===== src/rtl/burst_coalescer_pkg.sv =====
`default_nettype none
// ============================================================================
// Module   : burst_coalescer_pkg
// Purpose  : Shared constants for the burst coalescer: FSM state encoding,
//            AXI length width, default no-cross boundary and the beat
//            alignment helper.
// Ports    : none (package)
// Revision : 1.0 - initial release
// ============================================================================
package burst_coalescer_pkg;

  localparam int AXI_LEN_WIDTH        = 8;
  localparam int DEFAULT_BOUNDARY_LOG = 12;
  localparam int MAX_ADDR_WIDTH       = 64;

  localparam logic [1:0] S_IDLE  = 2'd0;
  localparam logic [1:0] S_ACCUM = 2'd1;
  localparam logic [1:0] S_EMIT  = 2'd2;

  // Clears the low lsb_bits of an address so it points at the start of a beat.
  function automatic logic [MAX_ADDR_WIDTH-1:0] align_addr(
    input logic [MAX_ADDR_WIDTH-1:0] addr,
    input int unsigned               lsb_bits
  );
    logic [MAX_ADDR_WIDTH-1:0] mask;
    mask = ~((MAX_ADDR_WIDTH'(1) << lsb_bits) - MAX_ADDR_WIDTH'(1));
    return addr & mask;
  endfunction

endpackage
`default_nettype wire


===== src/rtl/burst_coalescer_rr_arbiter.sv =====
`default_nettype none
// ============================================================================
// Module   : rr_arbiter
// Purpose  : Round-robin pick of the first requesting channel at or after
//            the pointer, wrapping past the last channel.
// Ports    : req        - per-channel request
//            ptr        - channel with highest priority this cycle
//            grant      - one-hot grant (all zero when nothing requests)
//            grant_idx  - index of the granted channel
//            grant_valid- at least one channel requests
// Revision : 1.0 - initial release
// ============================================================================
module rr_arbiter #(
  parameter int NumChannels = 2,
  parameter int IdxWidth    = 1
) (
  input  logic [NumChannels-1:0] req,
  input  logic [IdxWidth-1:0]    ptr,
  output logic [NumChannels-1:0] grant,
  output logic [IdxWidth-1:0]    grant_idx,
  output logic                   grant_valid
);

  // Rotating the doubled request vector right by ptr puts the pointer
  // channel at bit 0, so a plain lowest-bit search gives round-robin order.
  logic [2*NumChannels-1:0] w_req_dbl;
  logic [NumChannels-1:0]   w_req_rot;

  assign w_req_dbl = {req, req} >> ptr;
  assign w_req_rot = w_req_dbl[NumChannels-1:0];

  always_comb begin
    grant_idx   = '0;
    grant_valid = 1'b0;
    // Descending scan: the smallest offset is assigned last and wins.
    for (int i = NumChannels - 1; i >= 0; i--) begin
      if (w_req_rot[i]) begin
        grant_idx   = IdxWidth'((int'(ptr) + i) % NumChannels);
        grant_valid = 1'b1;
      end
    end
  end

  always_comb begin
    grant = '0;
    for (int j = 0; j < NumChannels; j++) begin
      grant[j] = grant_valid && (grant_idx == IdxWidth'(j));
    end
  end

endmodule
`default_nettype wire


===== src/rtl/burst_coalescer.sv =====
`default_nettype none
// ============================================================================
// Module   : burst_coalescer
// Purpose  : Round-robin merges per-channel beat addresses into AXI INCR
//            bursts tagged with the channel as AXI ID. A burst closes on a
//            non-contiguous address, at max_burst_len, before crossing the
//            2**BoundaryLog byte boundary, or after max_wait_time idle cycles.
//            Each burst is pushed atomically to the address relay and to the
//            two {id,len} bookkeeping FIFOs.
// Ports    : clk, rst_n            - clock, async active-low reset
//            max_wait_time         - idle cycles tolerated inside a burst
//            max_burst_len         - largest LEN (beats-1)
//            addr_dout/addr_empty_n/addr_read - per-channel address FIFOs
//            burst_addr_*          - {id,len,addr} to AW/AR relay
//            burst_len_0_*/1_*     - {id,len} to W-last / B-response trackers
//            stat_*                - counters, only with
//                                    BURST_COALESCER_STATS_EN defined
// Revision : 1.0 - initial release
// ============================================================================
module burst_coalescer
  import burst_coalescer_pkg::*;
#(
  parameter int AddrWidth         = 64,
  parameter int DataWidthBytesLog = 6,
  parameter int WaitTimeWidth     = 4,
  parameter int BurstLenWidth     = AXI_LEN_WIDTH,
  parameter int NumChannels       = 2,
  parameter int ChanIdWidth       = 1,
  parameter int BoundaryLog       = DEFAULT_BOUNDARY_LOG
) (
  input  logic                                       clk,
  input  logic                                       rst_n,
  input  logic [WaitTimeWidth-1:0]                   max_wait_time,
  input  logic [BurstLenWidth-1:0]                   max_burst_len,
  input  logic [NumChannels*AddrWidth-1:0]           addr_dout,
  input  logic [NumChannels-1:0]                     addr_empty_n,
  output logic [NumChannels-1:0]                     addr_read,
  output logic [ChanIdWidth+BurstLenWidth+AddrWidth-1:0] burst_addr_din,
  input  logic                                       burst_addr_full_n,
  output logic                                       burst_addr_write,
  output logic [ChanIdWidth+BurstLenWidth-1:0]       burst_len_0_din,
  input  logic                                       burst_len_0_full_n,
  output logic                                       burst_len_0_write,
  output logic [ChanIdWidth+BurstLenWidth-1:0]       burst_len_1_din,
  input  logic                                       burst_len_1_full_n,
  output logic                                       burst_len_1_write
`ifdef BURST_COALESCER_STATS_EN
  ,
  output logic [31:0]                                stat_bursts,
  output logic [31:0]                                stat_beats,
  output logic [31:0]                                stat_timeouts
`endif
);

  function automatic logic [AddrWidth-1:0] beat_align(input logic [AddrWidth-1:0] a);
    return AddrWidth'(align_addr(MAX_ADDR_WIDTH'(a), DataWidthBytesLog));
  endfunction

  // --------------------------------------------------------------------------
  // State
  // --------------------------------------------------------------------------
  logic [1:0]               r_state;
  logic [ChanIdWidth-1:0]   r_rr_ptr;
  logic [ChanIdWidth-1:0]   r_cur_id;
  logic [AddrWidth-1:0]     r_base;
  logic [BurstLenWidth-1:0] r_len;
  logic [WaitTimeWidth-1:0] r_wait_cnt;

  // --------------------------------------------------------------------------
  // Per-channel address unpacking
  // --------------------------------------------------------------------------
  logic [AddrWidth-1:0] w_ch_addr [NumChannels];

  for (genvar gi = 0; gi < NumChannels; gi++) begin : g_chan
    assign w_ch_addr[gi] = addr_dout[gi*AddrWidth +: AddrWidth];
  end

  // --------------------------------------------------------------------------
  // Arbitration (only consulted in IDLE)
  // --------------------------------------------------------------------------
  logic [NumChannels-1:0] w_grant;
  logic [ChanIdWidth-1:0] w_grant_idx;
  logic                   w_grant_valid;

  rr_arbiter #(
    .NumChannels (NumChannels),
    .IdxWidth    (ChanIdWidth)
  ) u_rr_arbiter (
    .req         (addr_empty_n),
    .ptr         (r_rr_ptr),
    .grant       (w_grant),
    .grant_idx   (w_grant_idx),
    .grant_valid (w_grant_valid)
  );

  // --------------------------------------------------------------------------
  // Datapath selects
  // --------------------------------------------------------------------------
  logic [AddrWidth-1:0] w_cur_addr;
  logic                 w_cur_valid;
  logic [AddrWidth-1:0] w_grant_addr;

  always_comb begin
    w_cur_addr   = '0;
    w_cur_valid  = 1'b0;
    w_grant_addr = '0;
    for (int i = 0; i < NumChannels; i++) begin
      if (r_cur_id == ChanIdWidth'(i)) begin
        w_cur_addr  = w_ch_addr[i];
        w_cur_valid = addr_empty_n[i];
      end
      if (w_grant[i]) begin
        w_grant_addr = w_ch_addr[i];
      end
    end
  end

  // len is widened before the +1 so a full-range LEN cannot wrap the offset;
  // the sum itself wraps modulo 2**AddrWidth.
  logic [AddrWidth-1:0] w_next_addr;
  assign w_next_addr = r_base + ((AddrWidth'(r_len) + AddrWidth'(1)) << DataWidthBytesLog);

  // Burst must close before looking at input: length limit reached, or the
  // next beat would start a new boundary region. The >= also closes cleanly
  // if the limit is lowered while a burst is open, so len never exceeds it.
  logic w_close_limit;
  assign w_close_limit = (r_len >= max_burst_len) ||
                         (w_next_addr[BoundaryLog-1:0] == '0);

  logic w_in_accum;
  logic w_accept;
  logic w_timeout;
  logic w_push;

  assign w_in_accum = (r_state == S_ACCUM);
  assign w_accept   = w_in_accum && !w_close_limit && w_cur_valid &&
                      (beat_align(w_cur_addr) == w_next_addr);
  assign w_timeout  = w_in_accum && !w_close_limit && !w_cur_valid &&
                      (r_wait_cnt == max_wait_time);
  assign w_push     = (r_state == S_EMIT) && burst_addr_full_n &&
                      burst_len_0_full_n && burst_len_1_full_n;

  logic [ChanIdWidth-1:0] w_next_ptr;
  assign w_next_ptr = (r_cur_id == ChanIdWidth'(NumChannels - 1)) ? '0
                                                                  : r_cur_id + ChanIdWidth'(1);

  // --------------------------------------------------------------------------
  // FSM
  // --------------------------------------------------------------------------
  always_ff @(posedge clk or negedge rst_n) begin
    if (!rst_n) begin
      r_state    <= S_IDLE;
      r_rr_ptr   <= '0;
      r_cur_id   <= '0;
      r_base     <= '0;
      r_len      <= '0;
      r_wait_cnt <= '0;
    end else begin
      case (r_state)
        S_IDLE: begin
          if (w_grant_valid) begin
            r_base     <= beat_align(w_grant_addr);
            r_cur_id   <= w_grant_idx;
            r_len      <= '0;
            r_wait_cnt <= '0;
            r_state    <= S_ACCUM;
          end
        end
        S_ACCUM: begin
          if (w_close_limit) begin
            r_state <= S_EMIT;
          end else if (w_accept) begin
            // Acceptance takes precedence over a timeout in the same cycle.
            r_len      <= r_len + BurstLenWidth'(1);
            r_wait_cnt <= '0;
          end else if (w_cur_valid) begin
            // Non-contiguous word stays in its FIFO for the next burst.
            r_state <= S_EMIT;
          end else if (w_timeout) begin
            r_state <= S_EMIT;
          end else begin
            r_wait_cnt <= r_wait_cnt + WaitTimeWidth'(1);
          end
        end
        S_EMIT: begin
          if (w_push) begin
            r_rr_ptr <= w_next_ptr;
            r_state  <= S_IDLE;
          end
        end
        default: begin
          r_state <= S_IDLE;
        end
      endcase
    end
  end

  // --------------------------------------------------------------------------
  // Outputs
  // --------------------------------------------------------------------------
  logic [NumChannels-1:0] w_read;

  always_comb begin
    w_read = '0;
    for (int i = 0; i < NumChannels; i++) begin
      if ((r_state == S_IDLE) && w_grant[i]) begin
        w_read[i] = 1'b1;
      end
      if (w_accept && (r_cur_id == ChanIdWidth'(i))) begin
        w_read[i] = 1'b1;
      end
    end
  end

  // IDLE pops combinationally from addr_empty_n, so gate with rst_n to keep
  // the FIFOs untouched while reset is held.
  assign addr_read         = w_read & {NumChannels{rst_n}};

  assign burst_addr_din    = {r_cur_id, r_len, r_base};
  assign burst_len_0_din   = {r_cur_id, r_len};
  assign burst_len_1_din   = {r_cur_id, r_len};
  assign burst_addr_write  = w_push;
  assign burst_len_0_write = w_push;
  assign burst_len_1_write = w_push;

`ifdef BURST_COALESCER_STATS_EN
  // --------------------------------------------------------------------------
  // Statistics (free-running, wrapping)
  // --------------------------------------------------------------------------
  logic [31:0] r_stat_bursts;
  logic [31:0] r_stat_beats;
  logic [31:0] r_stat_timeouts;

  always_ff @(posedge clk or negedge rst_n) begin
    if (!rst_n) begin
      r_stat_bursts   <= '0;
      r_stat_beats    <= '0;
      r_stat_timeouts <= '0;
    end else begin
      if (w_push) begin
        r_stat_bursts <= r_stat_bursts + 32'd1;
        r_stat_beats  <= r_stat_beats + 32'(r_len) + 32'd1;
      end
      if (w_timeout) begin
        r_stat_timeouts <= r_stat_timeouts + 32'd1;
      end
    end
  end

  assign stat_bursts   = r_stat_bursts;
  assign stat_beats    = r_stat_beats;
  assign stat_timeouts = r_stat_timeouts;
`endif

endmodule
`default_nettype wire


===== config.mk =====
export PLATFORM = sky130hd
export DESIGN_NAME = burst_coalescer
export DESIGN_NICKNAME = d
export VERILOG_FILES = /design/src/rtl/burst_coalescer_pkg.sv /design/src/rtl/burst_coalescer_rr_arbiter.sv /design/src/rtl/burst_coalescer.sv
export SDC_FILE = /design/constraint.sdc
export NUM_CORES = 1
export LEC_CHECK = 0
export ABC_AREA = 1
export BUFFER_PORTS_ARGS = -buffer_cell sky130_fd_sc_hd__buf_4
export CORE_MARGIN = 2
export CORE_UTILIZATION = 49
export DETAILED_ROUTE_END_ITERATION = 10
export PLACE_DENSITY = 0.79
export SLEW_MARGIN = 10
export SYNTH_ARGS = -nofsm -noshare
export SYNTH_HDL_FRONTEND = slang
export SYNTH_SLANG_ARGS = --single-unit

===== constraint.sdc =====
create_clock -name clk -period 3.6 [get_ports clk]
set_input_delay 0.54 -clock clk [delete_from_list [all_inputs] [get_ports clk]]
set_output_delay 0.54 -clock clk [all_outputs]
set_load 0.02 [all_outputs]

# Yosys cells after proc, flatten, opt, wreduce, memory -nomap -nowiden
# Cells that the tools add are included.
# W data, S select, Z words.
# op_classes
n_addsub	6
n_lt_le_gt_ge	1
n_eq_ne	12
shift	1
muxes	30
n_bitwise	3
n_reduce_logical	25
# ops
operator	count
$mux W64	3
$add A64 B15 Y64	1
$eq A64 B64 Y1	1
$mux W8	3
$mux W4	5
$pmux W8 S2	1
$logic_and A1 B1 Y1	14
$logic_not A12 Y1	1
$mux W2	6
$mux W1	10
$add A8 B1 Y9 const B	1
$add A8 B1 Y8 const B	1
$ge A8 B8 Y1	1
$pmux W4 S2	1
$reduce_and A4 Y1	2
$ne A3 B3 Y1 const B	2
$pmux W2 S3	1
$reduce_and A5 Y1	1
$add A4 B1 Y4 const B	1
$eq A4 B4 Y1	1
$ne A2 B1 Y1 const B	2
$ne A2 B2 Y1 const B	2
$ne A4 B3 Y1 const B	1
$reduce_and A2 Y1	2
other kinds (11)	14
# word_totals
regBits	74
input_bits	147
out_inout_bits	96
wordCells	84

# Depth between registers and ports, before layout
# depth
word_depth	13
ltp_mapped	29
ltp_nobuf	28

# Modules after synthesis
# A second synthesis with hierarchy kept.
# unflattened
hier_cells	1382
hier_area_um2	8343.0
# by_module_without_submodules
mod	n_inst	cells_per_inst	area_each_um2
burst_coalescer	1	1375	8313.0
rr_arbiter	1	7	30.0

# Least setup slack after synthesis
# OpenSTA, ideal clock, no wires.
# synth_timing
path_kind	reg-to-output
start	reg r_len[1]
end	out addr_read[0]
arrival_ns	3.427
t_required_ns	3.060
slack_ns	-0.367
stages_incl_launch_ff	25
path_buffers	1
cell_sequence	dfrtp_1 > ha_1 > nand3_1 > nor3b_1 > xnor2_1 > inv_1 > ha_1 > nand2_1 > inv_1 > a21oi_1 > nand2_1 > nand2_1 > nand2_2 > buf_6 > nand2_1 > nand2_1 > nand2_1 > nand3_1 > nor2_1 > nand3_1 > nor2_1 > nand2_2 > inv_1 > nand2_1 > a21oi_1
# synth_between
elab_chain_cells	11
# synth_lines
item	line_no	rtl
start, declared	burst_coalescer.sv:66	logic [BurstLenWidth-1:0] r_len;
start signal, assigned	burst_coalescer.sv:174	r_len <= r_len + BurstLenWidth'(1);
$add A8 B1 Y9	burst_coalescer.sv:121	assign w_next_addr = r_base + ((AddrWidth'(r_len) + AddrWidth'(1)) << DataWidthBytesLog);
$add A64 B15 Y64	burst_coalescer.sv:121	
$logic_not A12 Y1	burst_coalescer.sv:128	(w_next_addr[BoundaryLog-1:0] == '0);
$logic_or A1 B1 Y1	burst_coalescer.sv:127	assign w_close_limit = (r_len >= max_burst_len) ||
$logic_not A1 Y1	burst_coalescer.sv:136	assign w_accept = w_in_accum && !w_close_limit && w_cur_valid &&
$logic_and A1 B1 Y1 (2 in series)	burst_coalescer.sv:136	
$logic_and A1 B1 Y1 *	burst_coalescer.sv:136	
$logic_and A1 B1 Y1 *	burst_coalescer.sv:209	if (w_accept && (r_cur_id == ChanIdWidth'(i))) begin
$mux W1 *	burst_coalescer.sv:209	
$and A2 B2 Y2 *	burst_coalescer.sv:217	assign addr_read = w_read & {NumChannels{rst_n}};
end, declared	burst_coalescer.sv:37	output logic [NumChannels-1:0] addr_read,
# Mark *: on every way between the ends. The rest lies on a longest branch, timed or not.

# Final worst setup path
# layout_timing
start	reg r_len[0]
end	reg r_wait_cnt[2]
# layout_between
elab_chain_cells	11
# layout_lines
item	line_no	rtl
$add A8 B1 Y9	burst_coalescer.sv:121	
$add A64 B15 Y64	burst_coalescer.sv:121	
$logic_not A12 Y1	burst_coalescer.sv:128	
$logic_or A1 B1 Y1	burst_coalescer.sv:127	
$logic_not A1 Y1	burst_coalescer.sv:136, burst_coalescer.sv:138	
$logic_and A1 B1 Y1	burst_coalescer.sv:136, burst_coalescer.sv:138	
$logic_and A1 B1 Y1 (2 in series)	burst_coalescer.sv:136	
$mux W4	burst_coalescer.sv:172	end else if (w_accept) begin
$mux W4	burst_coalescer.sv:170	if (w_close_limit) begin
$pmux W4 S2	burst_coalescer.sv:159	case (r_state)
end signal, assigned	burst_coalescer.sv:182	r_wait_cnt <= r_wait_cnt + WaitTimeWidth'(1);
end, declared	burst_coalescer.sv:67	logic [WaitTimeWidth-1:0] r_wait_cnt;
# Parallel ways exist; a longest one is shown, timed or not. The select of a mux whose other input is x is not followed.
# A chain may end at the register's enable or synchronous reset.

==> summary.txt <==
Clocking
  • Clk slew on worst S/H paths: about 70 ps
  • Num CTS Buffers: 9
  • Clock Sinks: between 70 and 80
  • Clk_lat worst skew: 370 ps
  • Post-CTS Hold Buffers: 0
  • Clock Path Buffers: 2
  • Clock root buffer: clkbuf_16
  • CTS tree: yes
  • H-tree Lvls: 3

Routing
  • TritonRoute pass-1 iters: 6
  • DR WL/cell: 18.1 µm
  • Post-DRT Antenna Nets: 0
  • Vias per cell: about 5.6
  • DRC Markers: 0
  • DRT iter0 DRCs: between 1000 and 1500
  • Via count: 11200
  • Final wirelength: 36200 µm

Status
  • Status: finished, violations left
  • Failing checks: setup timing

Global route
  • Largest net degree at the start of global routing: 82
  • Vias in the first global route: 10000
  • Gr ovfl total: 0
  • GRT Total Usage: between 30% and 40%
  • Initial antenna violation count: 0
  • First-pass GRT wire length: 53600 µm

Yosys
  • Post-synthesis cell type count: 48
  • Mean Syn Cell Area: 5.92 µm²
  • Ys flop type: dfrtp_1
  • Async SR Flop Fraction: between 90% and 100%
  • Cell count after synthesis: roughly 1400
  • Yosys top cell by area: nand2_1
  • Post-synthesis sequential area ratio: 21.6%
  • Synthesized area: between 8000 and 9000 µm²
  • Main area contributors after synthesis: nand2_1 (23%), dfrtp_1 (22%), inv_1 (7.8%), nor2_1 (6.5%), xor2_1 (5.9%)
  • Synth Area in Simple Gates: 45.5%
  • Synth Area in XOR/XNOR: under 10%
  • Post-Synth Adder-Cell Area: 3.31%
  • Yosys reg bits: 74
  • YS warnings: 0
  • Largest family of logic cells by synthesized area: simple AND/OR/NAND/NOR gates
  • Post-synth top area share: ~23%
  • Mux contribution to synthesized area: 0%
  • EDFF count, synth: 0
  • Synth Area in Compound Gates: under 10%

Layout
  • Fillers: 1478
  • Most common cell after layout, fill and taps aside: nand2_1
  • Fin util: roughly 72%
  • Share of layout cells above drive strength 1: about a third
  • Diode count: 0
  • Nets: 1934
  • Final design area excluding fillers: around 12000 µm²
  • Layout Area Growth over Synthesis: 43.7%
  • Most frequent cells in the layout: nand2_1 (476), buf_4 (348), inv_1 (163)

STA
  • Rel. slew slack: 46.7%
  • RSZ-0062 raised after global routing: true
  • Period Utilization, post-route: 125%
  • Post-layout min period: 4490 ps
  • Final TNS setup: -12070 ps
  • Hold_ws: ~130 ps
  • Worst setup margin: -887 ps
  • Final setup vio count: 16
  • Setup Skew: around 18 ps
  • Hold Violations, Final: 0
  • Worst slew pin tran: ~800 ps
  • Peak Freq: between 200 and 250 MHz
  • Max Slew Vio Count: 0

Place
  • PortBufs: 224
  • Gpl congestion: between 1 and 1.5
  • Dpl hpwl: 26700 µm
  • Placed cell areas: 11100 µm²
  • Pre-CTS WS: -397 ps

Pwr
  • Leak Pwr: approximately 0.0066 µW
  • Peak VDD IR: 0.807 mV
  • Pwr dens: roughly 870 nW/µm²

Worst setup path
  • Worst-path maximum fanout: 4
  • WP buf/inv: 14
  • CP top delay family: simple AND/OR/NAND/NOR gates
  • Reg2reg setup slack: -890 ps
  • Required time of the critical path: around 3900 ps
  • Worst r2r path cells: 34
  • Top cell by count, worst path: buf_4
  • CP arrival: about 4800 ps
  • R2r startpoint: r_len[0]$_DFFE_PN0P_
  • Startpoint types: register
  • Slowest CP cell: dfrtp_2
  • Max incr delay on CP: ~420 ps
  • Crit Path Class: reg2reg
  • Reg2reg end: r_wait_cnt[2]$_DFFE_PN0P_
  • Worst setup EP type: register

Floorplan
  • Site Rows: 48
  • Die W: ~140 µm
  • Die ar.: between 15000 and 20000 µm²
  • IO Pins: between 200 and 250
  • Core box area: around 17000 µm²
  • Initial Util: between 40% and 50%
  • DIE HEIGHT: around 140 µm

Flow run
  • # Max-Cap Violations: 0

Worst hold path
  • Tightest Hold Check Type: in2async
final cells by class:
class	count	area [µm²]	share of cell area (%)
multi-input combinational	1122	6250	50.8
sequential	74	1860	15.1
tap	225	282	2.29
clock buffer	12	236	1.92
clock inverter	4	52.6	0.428
timing repair buffer	371	2910	23.7
inverter	187	707	5.75
per-layer routing:
layer	wire [µm]	vias up	global-route usage [%]
met5	0	-	0
met2	15500	701	55.4
met1	15400	5203	55.0
met4	1040	0	12.3
li1	-	5228	-
met3	4300	89	7.94
sequential cells by signal, indices dropped and copies added, names as in the netlist:
register	count
r_base	58
r_len	8
r_wait_cnt	4
r_state	2
r_cur_id	1
r_rr_ptr	1
kinds of logic after synthesis:
group           count (synthesis)
compound gates                131
flops                          74
buf+inv                       259
simple gates                  896
xor+xnor                       61
fa+ha+maj                      22
other cells                     1
worst max path at each step:
stage                                     from                        end  slack [ps]  depth (start not counted)
after global placement    r_len[0]$_DFFE_PN0P_               addr_read[1]        -370                         20
after CTS                 r_len[0]$_DFFE_PN0P_               addr_read[1]        -570                         26
after global routing      r_len[0]$_DFFE_PN0P_  r_wait_cnt[2]$_DFFE_PN0P_       -1130                         34
final                     r_len[0]$_DFFE_PN0P_  r_wait_cnt[2]$_DFFE_PN0P_        -890                         34
after floorplan           r_len[2]$_DFFE_PN0P_               addr_read[0]          10                         26
after detailed placement  r_len[0]$_DFFE_PN0P_               addr_read[1]        -400                         25
repair_timing:
| item | CTS | global route |
|---|---|---|
| setup endpoints to repair | 15 | 16 |
| buffers inserted | 22 | 18 |
| resized for setup | 80 | 64 |
| pin swaps | 45 | 32 |
| cloned | 6 | 1 |
report_power, final:
part | switching [µW] | total (µW) | internal, µW
registers | 696 | 1910 | 1210
clock network | 419 | 959 | 541
logic | 4840 | 7880 | 3040
per-stage QoR:
stage / power [µW] / instances
global route: 11400 / 1995
CTS: 10200 / 1976
detailed placement: 8880 / 1932
global placement: 8780 / 1932
finish: 10800 / 1995
floorplan: 5870 / 1449
synth_stat cells, types with 2 or more instances:
cell type    n
a21oi_1     29
a221oi_1    20
a31oi_1     38
and2_1       3
and3_1       2
buf_1        3
buf_2       13
buf_4       29
buf_6        4
clkbuf_1    21
dfrtp_1     74
ha_1        21
inv_1      177
inv_2        9
nand2_1    520
nand2_2     13
nand2_4      4
nand3_1    100
nand3_2      6
nand3b_1    17
nand4_1     47
nor2_1     148
nor2_2      11
nor2_4       4
nor3_1      13
nor3b_1      2
nor4_1       2
o21a_1       2
o21ai_0     22
o21ai_1      7
o21ai_2      8
xnor2_1      2
xor2_1      58
Power figures use the tool's default switching activity.
